File: src/rtl/inst_fetch.sv
// inst_fetch - RV32I instruction fetch stage.
//
// Holds the PC, issues one word read at a time to instruction memory over a
// req/ack handshake, and hands each fetched word plus its PC to decode through
// a one-entry valid/ready buffer. A redirect from execute retargets the PC;
// a read already in flight when the redirect lands is allowed to finish and
// its data is thrown away (DROP), so no wrong-path word is ever presented.
//
// Ports
//   clk, rst_n              clock, asynchronous active-low reset
//   imem_req/addr           read request and word address (held until ack)
//   imem_ack/rdata          read completion and returned word
//   redir_valid/pc          one-cycle PC redirect, target low bits ignored
//   inst_valid/inst/inst_pc output buffer to decode
//   inst_ready              decode consumes the buffer this cycle
module inst_fetch #(
  parameter logic [31:0] RESET_PC = 32'h0000_0000
) (
  input  logic        clk,
  input  logic        rst_n,
  output logic        imem_req,
  output logic [31:0] imem_addr,
  input  logic        imem_ack,
  input  logic [31:0] imem_rdata,
  input  logic        redir_valid,
  input  logic [31:0] redir_pc,
  output logic        inst_valid,
  output logic [31:0] inst,
  output logic [31:0] inst_pc,
  input  logic        inst_ready
);

  typedef enum logic [1:0] {IDLE, FETCH, WAIT_OUT, DROP} state_t;

  typedef struct packed {
    logic        vld;
    logic [31:0] pc;
    logic [31:0] word;
  } obuf_t;

  state_t      state, state_n;
  logic [31:0] pc, pc_n;
  logic [31:0] req_addr, req_addr_n;
  obuf_t       ob, ob_n;
  logic [31:0] tgt;

  // Word-aligned redirect target; masking keeps every input bit in use.
  assign tgt = redir_pc & 32'hFFFF_FFFC;

  always_ff @(posedge clk or negedge rst_n) begin
    if (!rst_n) begin
      state    <= IDLE;
      pc       <= RESET_PC;
      req_addr <= RESET_PC;
      ob       <= '0;
    end else begin
      state    <= state_n;
      pc       <= pc_n;
      req_addr <= req_addr_n;
      ob       <= ob_n;
    end
  end

  always_comb begin
    state_n    = state;
    pc_n       = pc;
    req_addr_n = req_addr;
    ob_n       = ob;
    case (state)
      IDLE: begin
        state_n = FETCH;
        if (redir_valid) begin
          pc_n       = tgt;
          req_addr_n = tgt;
        end else begin
          req_addr_n = pc;
        end
      end
      FETCH: begin
        if (redir_valid) begin
          pc_n = tgt;
          // Acked word is wrong-path: drop it and issue the target at once.
          // Unacked: the old read must still complete before the target goes out.
          if (imem_ack) req_addr_n = tgt;
          else          state_n    = DROP;
        end else if (imem_ack) begin
          ob_n.vld  = 1'b1;
          ob_n.word = imem_rdata;
          ob_n.pc   = req_addr;
          pc_n      = req_addr + 32'd4;
          state_n   = WAIT_OUT;
        end
      end
      WAIT_OUT: begin
        // Redirect beats a same-cycle consume: the buffered word is flushed.
        if (redir_valid) begin
          ob_n.vld   = 1'b0;
          pc_n       = tgt;
          req_addr_n = tgt;
          state_n    = FETCH;
        end else if (ob.vld && inst_ready) begin
          ob_n.vld   = 1'b0;
          req_addr_n = pc;
          state_n    = FETCH;
        end
      end
      DROP: begin
        if (redir_valid) pc_n = tgt;
        if (imem_ack) begin
          req_addr_n = redir_valid ? tgt : pc;
          state_n    = FETCH;
        end
      end
      default: state_n = IDLE;
    endcase
  end

  // Request decoded from registered state only.
  assign imem_req   = (state == FETCH) || (state == DROP);
  assign imem_addr  = req_addr;
  assign inst_valid = ob.vld;
  assign inst       = ob.word;
  assign inst_pc    = ob.pc;

endmodule

File: config.mk
export PLATFORM = sky130hd
export DESIGN_NAME = inst_fetch
export DESIGN_NICKNAME = d
export VERILOG_FILES = /design/src/rtl/inst_fetch.sv
export SDC_FILE = /design/constraint.sdc
export NUM_CORES = 1
export LEC_CHECK = 0
export BUFFER_PORTS_ARGS = -buffer_cell sky130_fd_sc_hd__buf_2
export CORE_ASPECT_RATIO = 0.75
export CORE_MARGIN = 2
export CORE_UTILIZATION = 50
export CTS_BUF_LIST = sky130_fd_sc_hd__clkbuf_16
export DETAILED_ROUTE_END_ITERATION = 10
export PLACE_DENSITY = 0.82
export SYNTH_ARGS = -nofsm -noshare
export SYNTH_HDL_FRONTEND = slang
export SYNTH_SLANG_ARGS = --single-unit
File: constraint.sdc
create_clock -name clk -period 2.3 [get_ports clk]
set_input_delay 0.115 -clock clk [delete_from_list [all_inputs] [get_ports clk]]
set_output_delay 0.115 -clock clk [all_outputs]
set_load 0.01 [all_outputs]
**Word level (Yosys, flattened, before mapping)**

Cells that the tools add are included.

- Flip-flop bits (word level): 131
- Word-level logic and storage cells: 49

- $add $sub $neg: 1
- Equality and inequality tests: 10
- Multiplexer cells: 22
- Bitwise logic cells: 1
- Reduce and logical (&&, ||, !) cells: 9

Operators by type and width:

| operator | number |
|---|---|
| $mux 32 | 8 |
| $mux 65 | 2 |
| $pmux 32 s4 | 1 |
| $pmux 32 s2 | 1 |
| $add 32x3->32 const B | 1 |
| $mux 2 | 6 |
| $reduce_and 4->1 | 3 |
| $ne 3x3->1 const B | 3 |
| $ne 2x2->1 const B | 4 |
| $pmux 2 s4 | 1 |
| $eq 2x2->1 const B | 2 |
| $reduce_and 3->1 | 1 |
| $reduce_or 3->1 | 1 |
| $eq 2x1->1 const B | 1 |
| $logic_not 2->1 | 1 |
| $mux 1 | 2 |
| $pmux 1 s2 | 1 |
| $reduce_bool 2->1 | 1 |
| $logic_and 1x1->1 | 1 |
| $logic_or 1x1->1 | 1 |
| $not 1->1 | 1 |

**Logic depth before layout (Yosys ltp)**

- Depth after elaboration: 4
- Gate-level depth with buffers: 8

**Worst setup path after synthesis**

No wires, ideal clock.

- Path type: register to register
- From: reg req_addr[2] (netlist: imem_addr[2])
- To: reg pc[18]
- Setup time: 0.064 ns
- Data arrival time: 1.718 ns
- Data required time: 2.236 ns
- Setup slack: 0.517 ns
- Cell stages (with the launch flop): 8
- Clock period less this slack: 1.783 ns
- Cells stage by stage: dfrtp_1 -> ha_1 -> and3_1 -> buf_4 -> nand3_4 -> or3_1 -> a311oi_1 -> a21o_1

- Word-level cells in the longest chain between the ends: 4

RTL lines:

| what | line | RTL |
|---|---|---|
| start: declaration | 43 | `logic [31:0] req_addr, req_addr_n;` |
| start signal: assignment | 59 | `req_addr <= req_addr_n;` |
| $add 32x3->32 | 90 | `pc_n = req_addr + 32'd4;` |
| $mux 32 | 86 | `end else if (imem_ack) begin` |
| $mux 32 | 80 | `if (redir_valid) begin` |
| $pmux 32 s2 | 69 | `case (state)` |
| end signal: assignment | 58 | `pc <= pc_n;` |
| end: declaration | 42 | `logic [31:0] pc, pc_n;` |

Every way passes these cells. The select of a mux whose other input is x is not followed.
A chain may end at the register's enable or synchronous reset.

**Worst setup path in the final report**

- From: reg req_addr[6] (netlist: imem_addr[6])
- To: reg pc[31]

Same word-level chain as after synthesis.

==> results.md <==
* Status: finished, final reports clean
* Initial antenna violation count at 0
* Post-Syn Area at 0.00608 mm^2
* Area of the multi-input gates at 0.00260 mm^2
* Total negative setup slack at 0 ps
* YS warnings at 0
* Sequential area share after synthesis at 53.9%
* Vias in the first global route at 5530
* N_diodes at 0
* Setup bufs post-CTS at 0
* DIE AREA at 0.0131 mm^2
* Reg area at 0.00328 mm^2
* Post-synth top cells: nand2_1 (269), dfrtp_1 (131), o21ai_0 (48)
* RSZ-0062 raised after global routing: no
* Drt wl/cell at 15.7 um
* Crit-path max cell delay at 490 ps
* Pin count of the biggest net entering global routing at 61
* Mapped Avg Cell Area at 9.16 um^2
* Fmax at 497 MHz
* GRT Residual Overflow at 0
* WS Path Type: flop to flop
* Port buffer count at 164
* Clk buf depth at 2
* Worst Hold Class: input pin to flop
* Critical path capture point type: flop
* Final Hold Fails at 0
* Clock skew at 8.49 ps
* Placer Congestion at 0.792
* Post-synth EDFFs at 0
* Top delay family on crit path: simple AND/OR/NAND/NOR gates
* Worst r2r src: imem_addr[6]
* WP data arrival at 2310 ps
* Final min period at 2010 ps
* Largest area contributor in the netlist: dfrtp_1
* Min-delay src: inst_ready
* Worst-path clk slew at 50 ps
* Post-synth top area share at 53.9%
* Final HPWL DP at 10300 um
* Ys async rst share at 100%
* Max cap viols at 0
* Area Growth Syn to Fin at 35.6%
* CTS H-tree depth at 4
* Pwr per Cell Area at 932 mW/mm^2
* Die height at 99.5 um
* Post-Place Worst Slack at 318 ps
* Top-count cell post-synth: nand2_1
* Core area at 0.0117 mm^2
* Max Slew Vio Count at 0
* Crit path max-delay cell type: dfrtp_1
* Worst slew pin tran at 580 ps
* Antenna-violating nets left at 0
* DRT iter0 DRCs at 430
* Gates resized, CTS repair at 0
* Synth area leaders: dfrtp_1 (54%), nand2_1 (17%), mux2i_1 (5.6%), o21ai_0 (4.0%), xnor2_1 (2.7%)
* First-pass GRT wire length at 27700 um
* Syn nets at 734
* Via/cell ratio at 5.23
* Root Buffer: clkbuf_16
* Critical path cell sequence: and4_1 > nand3_4 > nor3_1 > xor2_1 > a221o_1
* Setup ws final at 286 ps
* Total number of vias at 5503
* Critical path startpoint category: flop
* Synth cell types at 43
* Crit. Startpoint: imem_addr[6]
* Instance area at placement at 0.00709 mm^2
* CP bufs+invs at 0
* GRT Resource Usage Total at 26.7%
* Clk Latency, worst-skew pair at 410 ps
* Nets at 950
* FILL cells at 919
* P_leak at 0.00411 uW
* Chip width at 131 um
* Most common flop cell mapped by yosys: dfrtp_1
* Synth Register Bits at 131
* Total power at 7690 uW
* Drt total wl at 16600 um
* VDD IR max at 664 uV
* Rows at 34
* Total CTS buffers at 17
* Tcrit/Tclk final at 87.6%
* Total I/O pin count at 167
* Post-CTS Hold Buffers at 63
* Final Setup Violations at 0
* Layout cell share with drive strength beyond 1 at 24.2%
* Drt first pass iters at 5
* Crit Path Max Fanout at 10
* Clk sinks at 131
* Initial Utilization at 51.8%
* Design Area, Final at 0.00825 mm^2
* DRC viols at 0
* CTS tree: done
* Max_slew headroom at 61.3%
* Gate Count Post-Synth at 664
* Critical Path RT at 2590 ps
[flip-flops by register name, indices dropped and copies added, names as in the netlist]
name / count
inst_valid: 1
imem_addr: 32
pc: 32
state: 2
inst_pc: 32
inst: 32
[layout by cell type, fill, tap and decap left out, types with 3 or more instances in the layout]
cell and n:
a21oi_1 13, and4_1 3, buf_12 4, buf_2 163, buf_4 10, clkbuf_16 17
clkinv_1 4, clkinv_2 3, dfrtp_1 131, dlygate4sd3_1 63, inv_1 9, mux2i_1 34
nand2_1 269, nand3_1 10, nand4_1 4, nor2_1 12, nor3_1 14, nor3b_1 3
nor4_2 3, o21ai_0 48, o221ai_1 13, xnor2_1 19, xor2_1 6
[metal layers]
| layer | routed length [um] | track usage (%) | part of all wire (%) |
|---|---|---|---|
| met5 | 0 | 0 | 0 |
| met4 | 346 | 10.5 | 2.1 |
| met3 | 858 | 4.89 | 5.2 |
| met2 | 7760 | 43.3 | 47 |
| met1 | 7600 | 36.1 | 46 |
[logic make-up (layout without fill, tap and decap cells)]
| family | count (synthesis) | count (layout) | synth area share, % |
|---|---|---|---|
| buffers and inverters | 49 | 276 | 3.83 |
| AND/OR/NAND/NOR | 337 | 337 | 24.1 |
| flip-flops | 131 | 131 | 53.9 |
| multiplexers | 34 | 34 | 5.60 |
| adder cells (fa/ha/maj) | 1 | 1 | 0.206 |
| AO/OA/AOI/OAI | 87 | 87 | 8.72 |
| XOR/XNOR | 25 | 25 | 3.60 |
[worst register-to-register path, cell delays in order, from the launching register on]
cell and delay [ps]:
dfrtp_1 490, and4_1 450, nand3_4 230, nor3_1 310, xor2_1 100, a221o_1 320
[final timing paths]
check,slack (ps),to,cells past startpoint
worst max-delay path,290,pc[31],5
worst min-delay path,100,inst_valid,4
worst max register to register,290,pc[31],5
worst min register to register,470,inst_pc[0],2
max in group asynchronous,1470,pc[24],3
min in group asynchronous,190,inst_valid,2
[metrics by stage]
stage	utilization, %	hold slack, ps	std cells
finish	70.2	104	1053
global route	70.2	117	1053
CTS	70.2	84.6	1053
detailed placement	60.3	57.4	960
global placement	60.3	62.3	960
floorplan	-	-181	664
[layout make-up]
cell class	count	share of cell area, %
repair buffers	241	19.6
clock inverters	13	1.27
flip-flops and latches	131	39.8
inverters	5	0.228
well taps	162	2.46
clock buffers	17	5.16
multi-input cells	484	31.6
[power by group]
part	total (uW)	switching (uW)	internal [uW]
logic	1920	1080	841
clock network	2450	912	1540
registers	3320	474	2840
total	7690	2470	5220
No activity file was read; power rests on OpenSTA's default activity.
